File: config.mk
export PLATFORM = sky130hd
export DESIGN_NAME = ps2_host_tx
export DESIGN_NICKNAME = d
export VERILOG_FILES = /design/src/rtl/ps2_host_tx.sv
export SDC_FILE = /design/constraint.sdc
export NUM_CORES = 1
export LEC_CHECK = 0
export CORE_MARGIN = 2
export CORE_UTILIZATION = 60
export DETAILED_ROUTE_END_ITERATION = 16
export PLACE_DENSITY_LB_ADDON = 0.3
export SLEW_MARGIN = 20
export SYNTH_ARGS = -nofsm -noshare
export SYNTH_HDL_FRONTEND = slang
export SYNTH_SLANG_ARGS = --single-unit
File: constraint.sdc
create_clock -name clk -period 3.18 [get_ports clk]
set_clock_uncertainty 0.1 [all_clocks]
set_input_delay 0.795 -clock clk [delete_from_list [all_inputs] [get_ports clk]]
set_output_delay 0.795 -clock clk [all_outputs]
set_load 0.1 [all_outputs]
File: src/rtl/ps2_host_tx.sv
// PS/2 host-to-device transmitter.
// Runs the request-to-send sequence: clock inhibit, start bit, 8 data bits LSB first,
// odd parity and stop. It then checks the device ACK and drives both open-drain lines
// through pull-low enables.
module ps2_host_tx #(
   parameter int unsigned CLK_FREQ_HZ = 50_000_000,
   parameter int unsigned INHIBIT_CYC = 5000,
   parameter int unsigned TIMEOUT_CYC = 750_000
) (
   input  logic       clk,
   input  logic       nrst,
   input  logic       ps2_clk_i,
   input  logic       ps2_dat_i,
   output logic       ps2_clk_oe_o,
   output logic       ps2_dat_oe_o,
   input  logic [7:0] tx_data_i,
   input  logic       tx_valid_i,
   output logic       tx_ready_o,
   output logic       busy_o,
   output logic       tx_done_o,
   output logic       tx_err_o
);

   localparam int unsigned MAX_CYC = (INHIBIT_CYC > TIMEOUT_CYC) ? INHIBIT_CYC : TIMEOUT_CYC;
   localparam int unsigned TW      = $clog2(MAX_CYC + 1);

   localparam logic [TW-1:0] INH_LAST = TW'(INHIBIT_CYC - 1);
   localparam logic [TW-1:0] TO_LAST  = TW'(TIMEOUT_CYC - 1);

   localparam logic [2:0] S_IDLE      = 3'd0;
   localparam logic [2:0] S_INHIBIT   = 3'd1;
   localparam logic [2:0] S_RTS       = 3'd2;
   localparam logic [2:0] S_XFER      = 3'd3;
   localparam logic [2:0] S_WAIT_IDLE = 3'd4;
   localparam logic [2:0] S_DONE      = 3'd5;
   localparam logic [2:0] S_ERR       = 3'd6;

   // Zero-length counts would make the cycle counters wrap.
   if (CLK_FREQ_HZ == 0 || INHIBIT_CYC == 0 || TIMEOUT_CYC == 0) begin : g_param_check
      $error("ps2_host_tx: CLK_FREQ_HZ, INHIBIT_CYC and TIMEOUT_CYC must be non-zero");
   end

   logic [1:0]    clk_sync_q, dat_sync_q;
   logic          clk_prev_q;
   logic          clk_s, dat_s, clk_fall;

   logic [2:0]    state_q, state_d;
   logic [TW-1:0] timer_q, timer_d;
   logic [3:0]    cnt_q, cnt_d;
   logic [8:0]    frame_q, frame_d;
   logic          clk_oe_q, dat_oe_q, dat_oe_d;
   logic          ready_q, done_q, err_q;
   logic          timeout;

   assign clk_s    = clk_sync_q[1];
   assign dat_s    = dat_sync_q[1];
   assign clk_fall = clk_prev_q & ~clk_s;
   assign timeout  = (timer_q == TO_LAST);

   // Two-flop synchronizers on the pads, plus one delay stage for falling-edge detect.
   always_ff @(posedge clk or negedge nrst) begin
      if (!nrst) begin
         clk_sync_q <= 2'b11;
         dat_sync_q <= 2'b11;
         clk_prev_q <= 1'b1;
      end else begin
         clk_sync_q <= {clk_sync_q[0], ps2_clk_i};
         dat_sync_q <= {dat_sync_q[0], ps2_dat_i};
         clk_prev_q <= clk_s;
      end
   end

   // Next-state logic: sequencing, cycle timers, edge count and frame shifting.
   always_comb begin
      state_d  = state_q;
      timer_d  = timer_q;
      cnt_d    = cnt_q;
      frame_d  = frame_q;
      dat_oe_d = dat_oe_q;
      case (state_q)
         S_IDLE: begin
            if (tx_valid_i) begin
               state_d = S_INHIBIT;
               frame_d = {~^tx_data_i, tx_data_i};
               cnt_d   = 4'd0;
               timer_d = '0;
            end
         end
         S_INHIBIT: begin
            if (timer_q == INH_LAST) begin
               state_d = S_RTS;
            end else begin
               timer_d = timer_q + TW'(1);
            end
         end
         S_RTS: begin
            state_d = S_XFER;
            timer_d = '0;
         end
         S_XFER: begin
            if (timeout) begin
               state_d = S_ERR;
            end else begin
               timer_d = timer_q + TW'(1);
               if (clk_fall) begin
                  cnt_d = cnt_q + 4'd1;
                  if (cnt_q == 4'd10) begin
                     // 11th edge: device must be holding data low as ACK.
                     state_d = dat_s ? S_ERR : S_WAIT_IDLE;
                  end else begin
                     // Bits 0..7, then parity, then the 1 shifted in acts as the stop bit.
                     dat_oe_d = ~frame_q[0];
                     frame_d  = {1'b1, frame_q[8:1]};
                  end
               end
            end
         end
         S_WAIT_IDLE: begin
            if (timeout) begin
               state_d = S_ERR;
            end else if (clk_s && dat_s) begin
               state_d = S_DONE;
            end else begin
               timer_d = timer_q + TW'(1);
            end
         end
         S_DONE:  state_d = S_IDLE;
         S_ERR:   state_d = S_IDLE;
         default: state_d = S_IDLE;
      endcase
      // Start bit is held from RTS until the first edge; outside XFER the data line is free.
      if (state_d == S_RTS) begin
         dat_oe_d = 1'b1;
      end else if (state_d != S_XFER) begin
         dat_oe_d = 1'b0;
      end
   end

   // State and registered outputs, decoded from next state so the pads never glitch.
   always_ff @(posedge clk or negedge nrst) begin
      if (!nrst) begin
         state_q  <= S_IDLE;
         timer_q  <= '0;
         cnt_q    <= 4'd0;
         frame_q  <= '1;
         clk_oe_q <= 1'b0;
         dat_oe_q <= 1'b0;
         ready_q  <= 1'b1;
         done_q   <= 1'b0;
         err_q    <= 1'b0;
      end else begin
         state_q  <= state_d;
         timer_q  <= timer_d;
         cnt_q    <= cnt_d;
         frame_q  <= frame_d;
         clk_oe_q <= (state_d == S_INHIBIT) || (state_d == S_RTS);
         dat_oe_q <= dat_oe_d;
         ready_q  <= (state_d == S_IDLE);
         done_q   <= (state_d == S_DONE);
         err_q    <= (state_d == S_ERR);
      end
   end

   assign ps2_clk_oe_o = clk_oe_q;
   assign ps2_dat_oe_o = dat_oe_q;
   assign tx_ready_o   = ready_q;
   assign busy_o       = ~ready_q;
   assign tx_done_o    = done_q;
   assign tx_err_o     = err_q;

endmodule
==> metrics.csv <==
metric;value;unit
crit_path_cell_trace;ha_1, nand3_1, nor4_2, nand2_1, o22ai_2, a21oi_1, a21o_1;
wl_per_cell;14.3;um
whs;258;ps
postSynthAreaPerCell;10.2;sq um
post_cts_resized;0;
ys_types;45;
crit_family;simple AND/OR/NAND/NOR gates;
clockBufferDepth;2;
root_buffer;clkbuf_8;
ios;19;
fin_util;0.709;
drt_wl_total;4280;um
crit_start;timer_q[0];
synthTopCellsByCount;dfrtp_1, nor2_1, nand2_1;
worstPathArrival;2700;ps
cts_setup_buffers;0;
synth_nets;246;
crit_path_max_incr_delay;570;ps
core-area;3720;sq um
crit_type;reg2reg;
dp_hpwl;3150;um
drive_above_1_share;0.163;
place.gp.congestion;0.808;
maxCapViolations;0;
min_from;dat_sync_q[0];
grtUsageTotal;0.231;
synthArstFlopShare;1.00;
setup_violations;0;
firstDrtPassIters;4;
slew_violations;0;
grt_pass1_vias;1691;
hold_class;reg2reg;
vias;1712;
setup_slack;615;ps
nets;266;
port_buffers;18;
fp-row-count;22;
critical_path_required;3320;ps
dieArea;4410;sq um
power.leakage;1.21;nW
drc_errors;0;
cp_slowest_cell;o22ai_2;
postRouteAntennaNets;0;
start_util;0.630;
rr_startpoint;timer_q[0];
synth-edff-count;0;
cts_sinks;46;
ys_warn_count;0;
cp-end-kind;flop;
fp.dieW;66.4;um
dp_slack;410;ps
yosysMostFrequentCell;dfrtp_1;
start_kind;flop;
status;completed;
area_delta_synth_final;12.6;%
ys_ff_latch;46;
path_clk_slew;80;ps
grt_pass1_wl;7600;um
worst_pin_slew;659;ps
synth_area;2340;sq um
gr-total-overflow;0;
synth-main-ff-cell;dfrtp_1;
period_minus_slack;2570;ps
avgViaCountPerCell;5.73;
place_area;2550;sq um
cts_buffers;5;
drtIter0Drc;99;
synth_area_leaders;dfrtp_1, dfstp_2, xor2_1, nor2_1, nand2_1;
power_density;493;nW/um^2
crit_buf_inv;0;
synth_cells;230;
clock_latency;300;ps
crit_fanout;18;
ir_drop;0.346;mV
fp.dieH;66.4;um
h-tree-depth;2;
min_period_over_period;0.807;
ys_seq_area_frac;0.500;
rsz0062_at_grt;no;
fin_area;2630;sq um
fmax;390;MHz
hold_buffers;0;
finalHoldViolCount;0;
antennaDiodeCount;0;
tns;0;ps
antenna_found_initial;0;
grt_max_degree;47;
synth_top_area_frac;0.332;
synth_area_leader_cell;dfrtp_1;
slew_headroom;0.561;
cts_tree;built;
-- where the power goes --
group	internal [mW]	switching, mW	leakage (nW)
Sequential	0.683	0.0658	0.573
Clock	0.152	0.189	0.0450
Combinational	0.0881	0.121	0.589
-- per-layer routing --
metal	vias up	part of all wire	track usage
li1	853	-	-
met1	821	0.47	0.316
met2	32	0.47	0.348
met3	6	0.045	0.0562
met4	0	0.012	0.105
met5	-	0	0
-- final timing paths --
check,cells past startpoint,slack (ps),endpoint
min in group asynchronous,1,380,state_q[0]
worst max register to register,7,610,frame_q[8]
max in group asynchronous,1,2220,frame_q[5]
worst min register to register,0,260,dat_sync_q[1]
worst max-delay path,7,610,frame_q[8]
worst min-delay path,0,260,dat_sync_q[1]
-- placed cells by master, fill, tap and decap left out, types with 3 or more instances in the layout --
master	instances
dfrtp_1	31
or4_1	3
xor2_1	15
nand3_1	10
clkdlybuf4s50_1	11
nand4b_1	4
ha_1	3
o21ai_0	12
o31ai_1	3
clkbuf_8	5
nand4_1	4
mux2i_1	8
and2_1	4
nand2_1	26
xnor2_1	10
dfstp_2	15
buf_4	10
and3_1	6
a21oi_1	5
nor2_1	27
-- worst register-to-register path, stage by stage (launching register included) --
cell and delay [ps]:
dfrtp_1 410, ha_1 220, nand3_1 230, nor4_2 490, nand2_1 200, o22ai_2 570
a21oi_1 90, a21o_1 180
-- cells by family (layout without fill, tap and decap cells) --
logic type / after synthesis / in the layout / synth area share
AO/OA/AOI/OAI: 32 / 32 / 0.0872
XOR/XNOR: 25 / 25 / 0.0936
adder cells (fa/ha/maj): 3 / 3 / 0.0160
buffers and inverters: 10 / 31 / 0.0176
flip-flops: 46 / 46 / 0.500
multiplexers: 9 / 9 / 0.0390
AND/OR/NAND/NOR: 105 / 105 / 0.247
-- sequential cells by signal, indices dropped and copies added, names as in the netlist --
name,count
tx_done_o,1
tx_err_o,1
state_q,3
frame_q,9
tx_ready_o,1
dat_sync_q,2
clk_prev_q,1
ps2_dat_oe_o,1
cnt_q,4
ps2_clk_oe_o,1
clk_sync_q,2
timer_q,20
-- cell type report --
cell class,count,area [sq um]
clock buffer,6,72.6
clock inverter,2,10.0
fill,286,1080
inverter,2,7.51
multi-input combinational,174,1130
sequential,46,1170
tap,48,60.1
timing repair buffer,21,185
-- stage by stage --
step	instances	total power, mW
6_report	299	1.30
2_1_floorplan	230	0.893
3_3_place_gp	291	0.960
4_1_cts	299	1.31
3_5_place_dp	291	0.970
5_1_grt	299	1.38
(Power assumes the default switching activity.)
